**src/rtl/control_sequencer.sv**
```systemverilog
// Hard-wired micro-sequencer for the datapath: shared fetch (T0-T2), then
// decode of the latched IR and execute steps for ALU3, MUL/DIV, NOP and HALT.
module control_sequencer #(
    parameter int NREG = 16
) (
    input  logic            clk,
    input  logic            clr,
    input  logic            run,
    input  logic [31:0]     ir,
    output logic            PCout,
    output logic            incPC,
    output logic            MARin,
    output logic            Zin,
    output logic            PCin,
    output logic            Read,
    output logic            MDRin,
    output logic            MDRout,
    output logic            IRin,
    output logic            Yin,
    output logic            ZLowOut,
    output logic            ZHighOut,
    output logic            HIin,
    output logic            LOin,
    output logic [NREG-1:0] reg_in,
    output logic [NREG-1:0] reg_out,
    output logic [4:0]      opcode,
    output logic            done,
    output logic            halted,
    output logic            illegal
);

    typedef enum logic [3:0] {
        IDLE, T0, T1, T2, T3, T4, T5, T6, HALT
    } state_t;

    state_t state, next_state;

    logic [4:0] op;
    logic [3:0] ra, rb, rc;
    logic       is_alu3, is_muldiv, is_nop, is_halt, is_illegal;
    logic       unused_ir_bits;

    assign op             = ir[31:27];
    assign ra             = ir[26:23];
    assign rb             = ir[22:19];
    assign rc             = ir[18:15];
    assign unused_ir_bits = ^ir[14:0];

    assign is_muldiv  = (op == 5'b00011) || (op == 5'b00100);
    assign is_alu3    = (op <= 5'b01011) && !is_muldiv;
    assign is_nop     = (op == 5'b11010);
    assign is_halt    = (op == 5'b11011);
    assign is_illegal = !(is_alu3 || is_muldiv || is_nop || is_halt);

    // Register indices beyond NREG decode to no select rather than wrapping.
    function automatic logic [NREG-1:0] onehot(input logic [3:0] idx);
        logic [NREG-1:0] v;
        v = '0;
        for (int i = 0; i < NREG; i++) begin
            if (i == int'(idx)) v[i] = 1'b1;
        end
        return v;
    endfunction

    always_ff @(posedge clk) begin
        if (clr) state <= IDLE;
        else     state <= next_state;
    end

    always_comb begin
        next_state = state;
        case (state)
            IDLE: if (run) next_state = T0;
            T0:   next_state = T1;
            T1:   next_state = T2;
            T2:   next_state = T3;
            T3: begin
                if (is_alu3 || is_muldiv) next_state = T4;
                else if (is_halt)         next_state = HALT;
                else                      next_state = run ? T0 : IDLE;
            end
            T4:   next_state = T5;
            T5: begin
                if (is_muldiv) next_state = T6;
                else           next_state = run ? T0 : IDLE;
            end
            T6:   next_state = run ? T0 : IDLE;
            HALT: next_state = HALT;
            default: next_state = IDLE;
        endcase
    end

    // Outputs are a pure decode of the current step and the latched IR.
    always_comb begin
        PCout    = 1'b0;
        incPC    = 1'b0;
        MARin    = 1'b0;
        Zin      = 1'b0;
        PCin     = 1'b0;
        Read     = 1'b0;
        MDRin    = 1'b0;
        MDRout   = 1'b0;
        IRin     = 1'b0;
        Yin      = 1'b0;
        ZLowOut  = 1'b0;
        ZHighOut = 1'b0;
        HIin     = 1'b0;
        LOin     = 1'b0;
        reg_in   = '0;
        reg_out  = '0;
        opcode   = 5'b00000;
        done     = 1'b0;
        halted   = 1'b0;
        illegal  = 1'b0;
        case (state)
            T0: begin
                PCout = 1'b1;
                MARin = 1'b1;
                incPC = 1'b1;
                Zin   = 1'b1;
            end
            T1: begin
                ZLowOut = 1'b1;
                PCin    = 1'b1;
                Read    = 1'b1;
                MDRin   = 1'b1;
            end
            T2: begin
                MDRout = 1'b1;
                IRin   = 1'b1;
            end
            T3: begin
                if (is_alu3) begin
                    reg_out = onehot(rb);
                    Yin     = 1'b1;
                end else if (is_muldiv) begin
                    reg_out = onehot(ra);
                    Yin     = 1'b1;
                end else if (!is_halt) begin
                    done    = 1'b1;
                    illegal = is_illegal;
                end
            end
            T4: begin
                if (is_alu3) begin
                    reg_out = onehot(rc);
                    opcode  = op;
                    Zin     = 1'b1;
                end else if (is_muldiv) begin
                    reg_out = onehot(rb);
                    opcode  = op;
                    Zin     = 1'b1;
                end
            end
            T5: begin
                if (is_alu3) begin
                    ZLowOut = 1'b1;
                    reg_in  = onehot(ra);
                    done    = 1'b1;
                end else if (is_muldiv) begin
                    ZLowOut = 1'b1;
                    LOin    = 1'b1;
                end
            end
            T6: begin
                ZHighOut = 1'b1;
                HIin     = 1'b1;
                done     = 1'b1;
            end
            HALT: halted = 1'b1;
            default: ;
        endcase
    end

endmodule

```
**config.mk**
```make
export PLATFORM = sky130hd
export DESIGN_NAME = control_sequencer
export DESIGN_NICKNAME = d
export VERILOG_FILES = /design/src/rtl/control_sequencer.sv
export SDC_FILE = /design/constraint.sdc
export NUM_CORES = 1
export LEC_CHECK = 0
export ABC_AREA = 1
export CAP_MARGIN = 10
export CORE_ASPECT_RATIO = 1.4
export CORE_UTILIZATION = 35
export DETAILED_ROUTE_END_ITERATION = 12
export PLACE_DENSITY_LB_ADDON = 0.1
export SLEW_MARGIN = 10
export SYNTH_ARGS = -nofsm -noshare
export SYNTH_HDL_FRONTEND = slang
export SYNTH_SLANG_ARGS = --single-unit
```
**constraint.sdc**
```tcl
create_clock -name clk -period 3.4 [get_ports clk]
set_input_delay 0.51 -clock clk [delete_from_list [all_inputs] [get_ports clk]]
set_output_delay 0.51 -clock clk [all_outputs]
set_load 0.02 [all_outputs]
```
==> run_results.csv <==
group,metric,value,unit
setup_path,cpMostUsedCell,"nand2_1",
yosys,yosysTopAreaCellShare,27.3,%
yosys,avgSynthCellArea,4.72,um^2
sta,finalCriticalPeriod,3.24,ns
setup_path,max_stage_delay,0.60,ns
global_routing,grt_pass1_wl,8580,um
yosys,ys.warnings.count,0,
detailed_routing,post_drt_wl_per_cell,12.1,um
layout,top_register,"state",
floorplan,die-area,4640,um^2
yosys,syn_inst,324,
yosys,synth_area_leader_cell,"nand2_1",
global_routing,grt_max_degree,34,
yosys,synthTopCellsByArea,"nand2_1 (27%), nand3_1 (21%), inv_1 (11%)",
power_and_ir_drop,peakVddDrop,0.000242,V
setup_path,path_class,"in2out",
cts,postCtsSetupBuffers,0,
yosys,post-synth-top-count-cell,"nand2_1",
setup_path,critPathMaxFanout,16,
setup_path,rr_endpoint,"state[2]$_SDFFE_PP0P_",
sta,slew_violations,0,
sta,timing.final.crit_share,95.2,%
floorplan,num_rows,28,
yosys,syn-num-nets,359,
yosys,synthDistinctLibCells,24,
yosys,async_flop_share,0,%
floorplan,chipHeight,80.2,um
sta,setup_tns,0,ns
global_routing,grt_pass1_vias,2050,
setup_path,cp_top_family,"buffers and inverters",
cts,clkLatencyLatePin,0.22,ns
setup_path,r2r-start,"state[3]$_SDFFE_PP0P_",
global_routing,antenna_found_initial,0,
cts,clk_path_buf_depth,2,
placement,place.gp.congestion,0.905,
global_routing,gr-total-overflow,0,
setup_path,crit_cells,11,
layout,drive_above_1_share,5.73,%
status,status,"complete, but fails checks",
layout,utilization,53.7,%
power_and_ir_drop,cellPowerDensity,170,nW/um^2
global_routing,track_usage,22.9,%
layout,areaGrowthSynthToFinish,47.7,%
floorplan,io_pins,89,
setup_path,crit_start,"ir[29]",
yosys,synth_flop_cell,"dfxtp_1",
floorplan,dieWidth,57.9,um
power_and_ir_drop,leakagePower,1.09,nW
detailed_routing,drtIter0Drc,140,
layout,top_regs,"state: 4 flops",
layout,diodes,0,
placement,hpwl,4200,um
setup_path,r2r_slack,2.08,ns
worst_hold_path,hold_class,"reg2reg",
yosys,synth-edff-count,0,
setup_path,worstRegToRegCells,7,
sta,hold_violations,0,
setup_path,worstPathRequired,2.89,ns
layout,ff_latch_area,80.1,um^2
yosys,netlist_area,1530,um^2
layout,largest_reg_flops,4,
floorplan,start_util,36.4,%
sta,max_freq,309,MHz
floorplan,fp.coreArea,4200,um^2
cts,cts.reportedPaths.clkPinSlew,0.03,ns
cts,clock_sinks,4,
setup_path,worst-path-buf-inv,5,
job,maxCapViolations,0,
sta,final-setup-viol-count,0,
sta,rsz0062_at_grt,"false",
layout,fillers,474,
cts,cts_buffers,3,
setup_path,start_kind,"input port",
detailed_routing,via_per_inst,5.11,
sta,skew,0.00144,ns
cts,cts_tree,"yes",
yosys,synth_seq_cells,4,
setup_path,crit_end,"reg_out[2]",
detailed_routing,drt-pass1-iter-count,8,
detailed_routing,drcViolationCount,4,
layout,finalNetCount,421,
layout,finalInstanceArea,2260,um^2
detailed_routing,dr_total_vias,2191,
setup_path,path_cells,"clkdlybuf4s50_1 > inv_2 > nand2_1 > nand2_2 > nand2_4 > inv_2 > buf_4 > nand2_1 > nand3_1 > nand2_1 > clkdlybuf4s50_1",
setup_path,cp-end-kind,"output pin",
setup_path,slowest_stage,"clkdlybuf4s50_1",
placement,port_buffers,72,
cts,h-tree-depth,1,
status,failed_checks,"DRC",
yosys,synth_common_cells,"nand2_1 (111), nand3_1 (64), inv_1 (45)",
layout,multiInputGateArea,1130,um^2
placement,dpl_cell_area,2210,um^2
detailed_routing,antenna_left,0,
yosys,seq_area_frac_synth,5.24,%
setup_path,cp.arrival,2.73,ns
cts,cts-root-buf,"clkbuf_8",
detailed_routing,wl,5180,um
==> cell usage in the layout (no fill, tap or decap) <==
master,Yosys,layout
dfxtp_1,4,4
o21ai_0,3,3
nor2_1,37,37
nand3_1,64,64
inv_1,45,45
nand2_1,111,111
a21oi_1,1,1
buf_4,9,4
nor2_4,2,2
nor2_2,2,2
a21oi_4,1,1
nor3_1,9,9
clkdlybuf4s50_1,0,72
conb_1,1,1
nand2_4,1,1
nand2_2,1,1
nand3_4,0,1
nand4_1,2,2
clkbuf_8,0,3
clkinv_2,1,1
inv_2,6,6
o21ai_1,3,3
o211ai_1,10,10
==> kinds of logic after synthesis <==
logic type      synth area share, %
flops                          5.24
compound gates                 8.26
other cells                   0.245
buf+inv                        21.1
simple gates                   65.1
==> worst min-delay path by stage <==
stage / startpoint / depth (start not counted) / end
final: state[3]$_SDFFE_PP0P_ / 2 / state[3]$_SDFFE_PP0P_
after global routing: state[3]$_SDFFE_PP0P_ / 2 / state[3]$_SDFFE_PP0P_
after CTS: state[3]$_SDFFE_PP0P_ / 2 / state[3]$_SDFFE_PP0P_
after detailed placement: state[3]$_SDFFE_PP0P_ / 2 / state[3]$_SDFFE_PP0P_
after global placement: state[3]$_SDFFE_PP0P_ / 2 / state[3]$_SDFFE_PP0P_
after floorplan: state[3]$_SDFFE_PP0P_ / 2 / state[3]$_SDFFE_PP0P_
==> routing by layer <==
layer	track usage (%)	wire, um
met4	9.05	153
met2	45.1	2810
met5	0	0
met1	24.5	1990
met3	1.29	222
==> layout make-up <==
| class | instances | share of cell area (%) |
|---|---|---|
| multi-input cells | 249 | 50.2 |
| repair buffers | 76 | 33.2 |
| inverters | 52 | 8.70 |
| flip-flops and latches | 4 | 3.55 |
| well taps | 45 | 2.49 |
| clock buffers | 3 | 1.83 |
==> tightest hold or removal path, delay by kind of cell, from the launching register on <==
kind	cells	cell delay, ns
flip-flops	1	0.31
AND/OR/NAND/NOR	1	0.12
AO/OA/AOI/OAI	1	0.07
==> stage by stage <==
step	setup slack [ns]	total power, mW	instances	hold slack [ns]
global placement	0.180	0.283	426	0.550
CTS	0.176	0.389	429	0.558
finish	0.164	0.385	429	0.551
global route	0.0479	0.416	429	0.604
detailed placement	0.182	0.284	426	0.554
floorplan	1.45	0.204	324	0.511
==> power by group <==
part	total (mW)	internal (mW)	leakage [nW]	switching, mW
clock network	0.101	0.0755	0.0216	0.0252
registers	0.0576	0.0515	0.0327	0.00608
logic	0.227	0.0902	1.04	0.136
==> what timing repair did <==
item	4_1_cts	5_1_grt
hold buffers	0	0
endpoints found under the setup margin	0	1
resized for setup	0	1
No activity file was read; power rests on OpenSTA's default activity.
